$ cat config.mk
export PLATFORM = sky130hd
export DESIGN_NAME = clk_rst_seq_flat
export DESIGN_NICKNAME = d
export VERILOG_FILES = /design/src/rtl/clk_rst_seq_if.sv /design/src/rtl/clk_rst_seq.sv /design/src/flat_wrapper.sv
export SDC_FILE = /design/constraint.sdc
export NUM_CORES = 1
export LEC_CHECK = 0
export ABC_AREA = 1
export CAP_MARGIN = 15
export CORE_MARGIN = 1.5
export CORE_UTILIZATION = 45
export DETAILED_ROUTE_END_ITERATION = 8
export PLACE_DENSITY_LB_ADDON = 0.12
export SLEW_MARGIN = 20
export SYNTH_ARGS = -nofsm -noshare
export SYNTH_HDL_FRONTEND = slang
export SYNTH_SLANG_ARGS = --single-unit
export TNS_END_PERCENT = 5
$ cat constraint.sdc
create_clock -name i_clk -period 2.03 [get_ports i_clk]
set_clock_uncertainty 0.1 [all_clocks]
set_input_delay 0.406 -clock i_clk [delete_from_list [all_inputs] [get_ports i_clk]]
set_output_delay 0.406 -clock i_clk [all_outputs]
set_load 0.05 [all_outputs]
$ cat src/rtl/clk_rst_seq_if.sv
// Status/control bundle between the MMCM reset sequencer and its user.
// The sequencer side is the slave.
interface clk_rst_seq_if #(
    parameter int RETRY_W = 2
);
    logic               i_mmcm_locked;
    logic               i_restart;
    logic               o_mmcm_reset;
    logic               o_sys_reset;
    logic               o_ready;
    logic               o_fail;
    logic               o_lock_lost;
    logic [RETRY_W-1:0] o_retry_cnt;
    logic [2:0]         o_state;

    modport master (
        output i_mmcm_locked, i_restart,
        input  o_mmcm_reset, o_sys_reset, o_ready, o_fail, o_lock_lost, o_retry_cnt, o_state
    );

    modport slave (
        input  i_mmcm_locked, i_restart,
        output o_mmcm_reset, o_sys_reset, o_ready, o_fail, o_lock_lost, o_retry_cnt, o_state
    );
endinterface

$ cat src/rtl/clk_rst_seq.sv
// MMCM reset/lock sequencer: holds MMCM reset, waits for lock with timeout and
// bounded retries, and releases the system reset only after lock is stable.
module clk_rst_seq #(
    parameter int RST_HOLD_CYCLES     = 16,
    parameter int LOCK_TIMEOUT_CYCLES = 65536,
    parameter int LOCK_STABLE_CYCLES  = 256,
    parameter int MAX_RETRIES         = 3,
    parameter int RETRY_W             = 2
) (
    input  logic          i_clk,
    input  logic          i_reset_n,
    clk_rst_seq_if.slave  seq
);
    localparam int MAX_HT  = (RST_HOLD_CYCLES > LOCK_TIMEOUT_CYCLES) ? RST_HOLD_CYCLES : LOCK_TIMEOUT_CYCLES;
    localparam int MAX_CNT = (MAX_HT > LOCK_STABLE_CYCLES) ? MAX_HT : LOCK_STABLE_CYCLES;
    localparam int CNT_W   = (MAX_CNT > 1) ? $clog2(MAX_CNT) : 1;

    localparam logic [CNT_W-1:0]   HOLD_LAST    = CNT_W'(RST_HOLD_CYCLES - 1);
    localparam logic [CNT_W-1:0]   TIMEOUT_LAST = CNT_W'(LOCK_TIMEOUT_CYCLES - 1);
    localparam logic [CNT_W-1:0]   STABLE_LAST  = CNT_W'(LOCK_STABLE_CYCLES - 1);
    localparam logic [RETRY_W-1:0] RETRY_LAST   = RETRY_W'(MAX_RETRIES);

    typedef enum logic [2:0] {
        ST_HOLD_RST  = 3'd0,
        ST_WAIT_LOCK = 3'd1,
        ST_STABLE    = 3'd2,
        ST_RUN       = 3'd3,
        ST_FAIL      = 3'd4
    } state_t;

    state_t             state, state_nx;
    logic [CNT_W-1:0]   cnt, cnt_nx;
    logic [RETRY_W-1:0] retry, retry_nx;
    logic               lost_nx;
    logic               sync_q, locked_s;
    logic               mmcm_reset_q, sys_reset_q, ready_q, fail_q, lock_lost_q;

    always_ff @(posedge i_clk or negedge i_reset_n) begin
        if (!i_reset_n) begin
            sync_q   <= 1'b0;
            locked_s <= 1'b0;
        end else begin
            sync_q   <= seq.i_mmcm_locked;
            locked_s <= sync_q;
        end
    end

    always_ff @(posedge i_clk or negedge i_reset_n) begin
        if (!i_reset_n) begin
            state <= ST_HOLD_RST;
            cnt   <= '0;
            retry <= '0;
        end else begin
            state <= state_nx;
            cnt   <= cnt_nx;
            retry <= retry_nx;
        end
    end

    always_comb begin
        state_nx = state;
        retry_nx = retry;
        lost_nx  = 1'b0;
        if (seq.i_restart) begin
            state_nx = ST_HOLD_RST;
            retry_nx = '0;
        end else begin
            case (state)
                ST_HOLD_RST: begin
                    if (cnt == HOLD_LAST) state_nx = ST_WAIT_LOCK;
                end
                ST_WAIT_LOCK: begin
                    if (locked_s) begin
                        state_nx = ST_STABLE;
                    end else if (cnt == TIMEOUT_LAST) begin
                        if (retry == RETRY_LAST) begin
                            state_nx = ST_FAIL;
                        end else begin
                            state_nx = ST_HOLD_RST;
                            retry_nx = retry + RETRY_W'(1);
                        end
                    end
                end
                ST_STABLE: begin
                    if (!locked_s)                state_nx = ST_WAIT_LOCK;
                    else if (cnt == STABLE_LAST)  state_nx = ST_RUN;
                end
                ST_RUN: begin
                    if (!locked_s) begin
                        state_nx = ST_HOLD_RST;
                        retry_nx = '0;
                        lost_nx  = 1'b1;
                    end
                end
                ST_FAIL: ;
                default: state_nx = ST_HOLD_RST;
            endcase
        end

        // Counter only runs in the timed states; any entry (or restart) clears it.
        cnt_nx = cnt;
        if (seq.i_restart || (state_nx != state))
            cnt_nx = '0;
        else if (state == ST_HOLD_RST || state == ST_WAIT_LOCK || state == ST_STABLE)
            cnt_nx = cnt + CNT_W'(1);
    end

    // Outputs are decoded from the next state so the registered copies line up
    // with the state register on the same edge.
    always_ff @(posedge i_clk or negedge i_reset_n) begin
        if (!i_reset_n) begin
            mmcm_reset_q <= 1'b1;
            sys_reset_q  <= 1'b1;
            ready_q      <= 1'b0;
            fail_q       <= 1'b0;
            lock_lost_q  <= 1'b0;
        end else begin
            mmcm_reset_q <= (state_nx == ST_HOLD_RST) || (state_nx == ST_FAIL);
            sys_reset_q  <= (state_nx != ST_RUN);
            ready_q      <= (state_nx == ST_RUN);
            fail_q       <= (state_nx == ST_FAIL);
            lock_lost_q  <= lost_nx;
        end
    end

    assign seq.o_mmcm_reset = mmcm_reset_q;
    assign seq.o_sys_reset  = sys_reset_q;
    assign seq.o_ready      = ready_q;
    assign seq.o_fail       = fail_q;
    assign seq.o_lock_lost  = lock_lost_q;
    assign seq.o_retry_cnt  = retry;
    assign seq.o_state      = state;
endmodule

$ cat src/flat_wrapper.sv
// flat-port wrapper written by rule: the top's interface ports become plain ports
module clk_rst_seq_flat 
#(
    parameter int RST_HOLD_CYCLES     = 16,
    parameter int LOCK_TIMEOUT_CYCLES = 65536,
    parameter int LOCK_STABLE_CYCLES  = 256,
    parameter int MAX_RETRIES         = 3,
    parameter int RETRY_W             = 2
)
  (i_clk, i_reset_n, seq_i_mmcm_locked, seq_i_restart, seq_o_mmcm_reset, seq_o_sys_reset, seq_o_ready, seq_o_fail, seq_o_lock_lost, seq_o_retry_cnt, seq_o_state);
  clk_rst_seq_if #(.RETRY_W(RETRY_W)) seq_i ();
  input  logic i_clk;
  input  logic i_reset_n;
  input wire logic [$bits(seq_i.i_mmcm_locked)-1:0] seq_i_mmcm_locked;
  input wire logic [$bits(seq_i.i_restart)-1:0] seq_i_restart;
  output wire logic [$bits(seq_i.o_mmcm_reset)-1:0] seq_o_mmcm_reset;
  output wire logic [$bits(seq_i.o_sys_reset)-1:0] seq_o_sys_reset;
  output wire logic [$bits(seq_i.o_ready)-1:0] seq_o_ready;
  output wire logic [$bits(seq_i.o_fail)-1:0] seq_o_fail;
  output wire logic [$bits(seq_i.o_lock_lost)-1:0] seq_o_lock_lost;
  output wire logic [$bits(seq_i.o_retry_cnt)-1:0] seq_o_retry_cnt;
  output wire logic [$bits(seq_i.o_state)-1:0] seq_o_state;
  assign seq_i.i_mmcm_locked = seq_i_mmcm_locked;
  assign seq_i.i_restart = seq_i_restart;
  assign seq_o_mmcm_reset = seq_i.o_mmcm_reset;
  assign seq_o_sys_reset = seq_i.o_sys_reset;
  assign seq_o_ready = seq_i.o_ready;
  assign seq_o_fail = seq_i.o_fail;
  assign seq_o_lock_lost = seq_i.o_lock_lost;
  assign seq_o_retry_cnt = seq_i.o_retry_cnt;
  assign seq_o_state = seq_i.o_state;
  clk_rst_seq #(.RST_HOLD_CYCLES(RST_HOLD_CYCLES), .LOCK_TIMEOUT_CYCLES(LOCK_TIMEOUT_CYCLES), .LOCK_STABLE_CYCLES(LOCK_STABLE_CYCLES), .MAX_RETRIES(MAX_RETRIES), .RETRY_W(RETRY_W)) u_core (.i_clk(i_clk), .i_reset_n(i_reset_n), .seq(seq_i));
endmodule
After elaboration in Yosys (flattened, before gate mapping)
Cells that the tools add are included.
- input bits: 4
- word-level logic and storage cells: 57
- output and inout bits: 10
- register bits after elaboration: 28
- reductions and logical operators: 9
- eq/ne operators: 16
- $add $sub $neg: 2
- mux-type cells: 20
- operators with widths (kind ; count):
    16-bit 2-to-1 mux ; 2
    3-bit 2-to-1 mux ; 8
    16-bit by 1-bit adder with 16-bit output (second input constant) ; 1
    16-bit == test (second input constant) ; 1
    16-bit by 4-bit == test with 1-bit output (second input constant) ; 1
    16-bit by 8-bit == test with 1-bit output (second input constant) ; 1
    3-bit one-hot mux with 5 select lines ; 1
    2-bit 2-to-1 mux ; 5
    3-bit by 2-bit == test with 1-bit output (second input constant) ; 3
    3-bit inequality test (second input constant) ; 3
    3-bit == test (second input constant) ; 2
    3-bit logical NOT ; 2
    3-bit by 2-bit inequality test with 1-bit output (second input constant) ; 2
    5-bit AND reduction ; 1
    1-bit logical OR ; 4
    2-bit one-hot mux with 2 select lines ; 1
    3-bit by 1-bit == test with 1-bit output (second input constant) ; 1
    1-bit 2-to-1 mux ; 3
    3-bit inequality test ; 1
    3-bit nonzero test ; 1
    2-bit by 1-bit adder with 2-bit output (second input constant) ; 1
    2-bit == test (second input constant) ; 1
    2-bit nonzero test ; 1

Logic depth before layout (Yosys ltp)
- word-level depth: 9
- depth in mapped cells: 14
- mapped depth without buffers: 13

Worst setup path after synthesis
Ideal clock, no wire load.
- path type: register to register
- start point: reg u_core.state[0] (netlist: u_core.seq.o_state[0])
- end point: reg u_core.cnt[13]
- data arrival time: 1694 ps
- slack: 115 ps
- clock period less this slack: 1915 ps
- path buffers: 1
- cell stages (with the launch flop): 8
- data required time: 1809 ps
- library setup time: 121 ps
- cell sequence: dfrtp_1 buf_6 a21oi_2 nand2_1 nor2_1 nand3_1 o22ai_1 nor2_2
- word-level cells in the longest chain between the ends: 7
- elaborated cells between the ends (all ways): 19
- classes of those cells: eq/ne (5); mux (9); reduce/logical (5)
- ends and longest elaborated chain (element ; RTL line ; RTL):
    start: declaration ; clk_rst_seq.sv:31 ; state_t state, state_nx;
    start signal: assignment ; clk_rst_seq.sv:54 ; state <= state_nx;
    3-bit 2-to-1 mux (on tied branches) ; clk_rst_seq.sv:86, clk_rst_seq.sv:75 ;
    3-bit 2-to-1 mux (on tied branches) ; clk_rst_seq.sv:85, clk_rst_seq.sv:73 ;
    3-bit one-hot mux with 5 select lines ; clk_rst_seq.sv:68 ; case (state)
    3-bit 2-to-1 mux ; clk_rst_seq.sv:64 ; if (seq.i_restart) begin
    3-bit inequality test ; clk_rst_seq.sv:102 ; if (seq.i_restart || (state_nx != state))
    1-bit logical OR ; clk_rst_seq.sv:102 ;
    16-bit 2-to-1 mux / 2-bit nonzero test (equally long branches) ; -- ;
    end signal: assignment ; clk_rst_seq.sv:55 ; cnt <= cnt_nx;
    end: declaration ; clk_rst_seq.sv:32 ; logic [CNT_W-1:0] cnt, cnt_nx;
Parallel ways exist; a longest one is shown, timed or not.
A chain may end at the register's enable or synchronous reset.

Worst setup path after layout
- start point: reg u_core.fail_q (netlist: u_core.seq.o_fail)
- end point: out seq_o_fail
- RTL lines (element ; RTL line ; RTL):
    start: declaration ; clk_rst_seq.sv:36 ; logic mmcm_reset_q, sys_reset_q, ready_q, fail_q, lock_lost_q;
    start signal: assignment ; clk_rst_seq.sv:121 ; fail_q <= (state_nx == ST_FAIL);
    end: declaration ; flat_wrapper.sv:19 ; output wire logic [$bits(seq_i.o_fail)-1:0] seq_o_fail;
No word-level cell between the ends.

==> run metrics <==
status=complete, no violations; Synth Area in Adders=1.68%; Die Y-Extent=60.5 um; final setup vio count=0; Die Span X=60.5 um; DP HPWL=1.96 mm; vias per cell=4.73; Final Hold Viols=0; Clock Tree Buf Depth=2; post-synth top area share=43.7%; final WL=2.62 mm; post-synthesis async set-or-reset flop share=100%; Final Net Count=204; CTS tree=yes; CORE AREA=0.00310 mm^2; final slew viol count=0; register area=703 um^2; Worst IR Drop VDD=0.352 mV; Largest stage delay, worst path=0.79 ns; WHS Path Cells=0; fmax=0.508 GHz; Multi-input gate area=707 um^2; Setup WS post-layout=0.0596 ns; sequential share of the synthesized area=47.3%; Syn Area/Cell=8.45 um^2; Worst EP required=1.52 ns; Setup TNS=0 ns; Filler cells=314; Inserted Clock Buffers=3; fin cells=241; XOR/XNOR Fraction of Synth Area=7.06%; Critical Path Source Type=flop; DIE AREA=0.00366 mm^2; Post-synth EDFFs=0; All-Layer GR Usage=17.2%; stages on the worst setup path=1; CP endpoint kind=output pin; Synth area leader=dfrtp_1; largest net degree at the start of global routing=29; DRC viols=0; I/O Buffers=13; grt ovf=0; ys flop type=dfrtp_1; antenna cells=0; Slew @ Worst Pin=0.510 ns; CTS Sinks=28; Area contributors post-synth=dfrtp_1 44%, nand2_1 8.8%, nor2_1 7.3%, nor2_2 5.9%, xor2_1 5.3%; RSZ-0062 raised after global routing=no; vias in the first global route=1097; synth warn=0; Starting Density=47.9%; Tcrit/Tclk final=97.1%; CTS H-tree depth=1; clk_lat worst skew=0.32 ns; clk slew on worst S/H paths=0.15 ns; FF+latch count, synth=28; Synth cell types=25; DR WL/cell=10.9 um; Mapped Cells=176; crit-path cells=clkdlybuf4s50_1; final core utilization=55.6%; Worst slew margin=65.9%; Max FO, Critical Path=1; Final Wtd Congestion=0.820; Synth top cells by count=35 x nand2_1, 29 x nor2_1, 26 x dfrtp_1; Row Count=20; CP Class=flop to output pin; DP Worst Slack=0.0727 ns; initial antenna violation count=0; Worst EP arrival=1.46 ns; vias=1141; Mapped Nets=182; CTS root buf=clkbuf_4; most common cell in the netlist=nand2_1; Worst path slowest cell=clkdlybuf4s50_1; P_leak=0.808 nW; Max-cap violations=0; post-synthesis compound-gate area fraction=3.70%; Synth Cell Area=0.00149 mm^2; pwr/cell area=544 mW/mm^2; worst min-delay path class=flop to flop; total power=0.939 mW; Top-Level Pins=14; Layout Area Growth over Synthesis=16.1%; Post-Synth Simple-Gate Area=33.2%; post-synthesis mux area share=0.673%; placed cell count=237; global-route wire length before repair=4.73 mm; 1st-iter DRT viols=63; Min Clock Period, post-route=1.97 ns; Worst R2R Path Depth=12; critical path's top delay family=buffers and inverters; First-pass DRT Iterations=4; WP buf/inv=1; remaining antenna violation count=0; largest family of logic cells by synthesized area=simple AND/OR/NAND/NOR gates; layout cells sized above 1=21.3%
area by class of cell:
cell class | instances | area share, %
clock buffers | 4 | 2.10
flip-flops and latches | 28 | 40.7
repair buffers | 19 | 9.35
multi-input cells | 129 | 40.9
well taps | 44 | 3.19
inverters | 17 | 3.70
layer usage:
layer | vias to the layer above | part of all wire (%) | track usage (%)
met5 | - | 0 | 0
met4 | 0 | 0.73 | 4.66
met3 | 2 | 3.3 | 3.20
met2 | 17 | 45 | 27.6
met1 | 524 | 51 | 24.0
li1 | 598 | - | -
repair_timing:
item / in CTS / in global routing
setup buffers: 0 / 0
gates cloned: 0 / 0
resized for setup: 1 / 4
pin swaps: 0 / 0
hold endpoints to repair: 0 / 0
setup endpoints to repair: 1 / 8
hold buffers: 0 / 0
power breakdown:
group	internal (mW)	leakage, nW	switching [mW]
Combinational	0.0307	0.412	0.0593
Sequential	0.571	0.375	0.0109
Clock	0.110	0.0210	0.158
placed cells by master (no fill, tap or decap), types with 2 or more instances in the layout:
cell and count:
buf_4 12, nor2_2 15, nand2_1 35, o21ai_0 5, nor2_1 28, nand2_2 3
nand3_1 10, a21oi_1 3, nand4_1 4, xor2_1 9, inv_1 17, nor3_1 3
xnor2_1 3, ha_1 2, dfrtp_1 26, dfstp_2 2, nor4_2 2, clkbuf_4 3
clkdlybuf4s50_1 5
worst paths after layout:
check,slack (ns),end,startpoint
hold reg to reg,0.27,u_core.locked_s$_DFF_PN0_,u_core.sync_q$_DFF_PN0_
setup reg to reg,0.17,u_core.cnt[6]$_DFFE_PN0P_,u_core.cnt[0]$_DFFE_PN0P_
min in group asynchronous,0.34,u_core.seq.o_retry_cnt[0]$_DFFE_PN0P_,i_reset_n
hold / removal,0.27,u_core.locked_s$_DFF_PN0_,u_core.sync_q$_DFF_PN0_
setup / recovery,0.06,seq_o_fail,u_core.seq.o_fail$_DFF_PN0_
max in group asynchronous,1.19,u_core.seq.o_sys_reset$_DFF_PN1_,i_reset_n
registers in the layout, summed over array words and instances (netlist names):
| name | count |
|---|---|
| u_core.cnt | 16 |
| u_core.locked_s | 1 |
| u_core.seq.o_fail | 1 |
| u_core.seq.o_lock_lost | 1 |
| u_core.seq.o_mmcm_reset | 1 |
| u_core.seq.o_ready | 1 |
| u_core.seq.o_retry_cnt | 2 |
| u_core.seq.o_state | 3 |
| u_core.seq.o_sys_reset | 1 |
| u_core.sync_q | 1 |
stage by stage:
| step | hold WS (ns) | instance area (um^2) |
|---|---|---|
| after floorplan | 0.0104 | 1490 |
| after global placement | 0.232 | 1670 |
| after detailed placement | 0.236 | 1670 |
| after CTS | 0.270 | 1710 |
| after global routing | 0.284 | 1730 |
| final | 0.265 | 1730 |
cells by family (layout without fill, tap and decap cells):
kind of cell / after synthesis / count (layout)
xor gates and xnor gates: 12 / 12
buffers and inverters: 19 / 40
AOI/OAI and AO/OA: 10 / 10
DFF: 28 / 28
muxes: 1 / 1
and+or+nand+nor: 104 / 104
adders and majority gates: 2 / 2
Note: power is estimated with default switching activity, not from simulation.
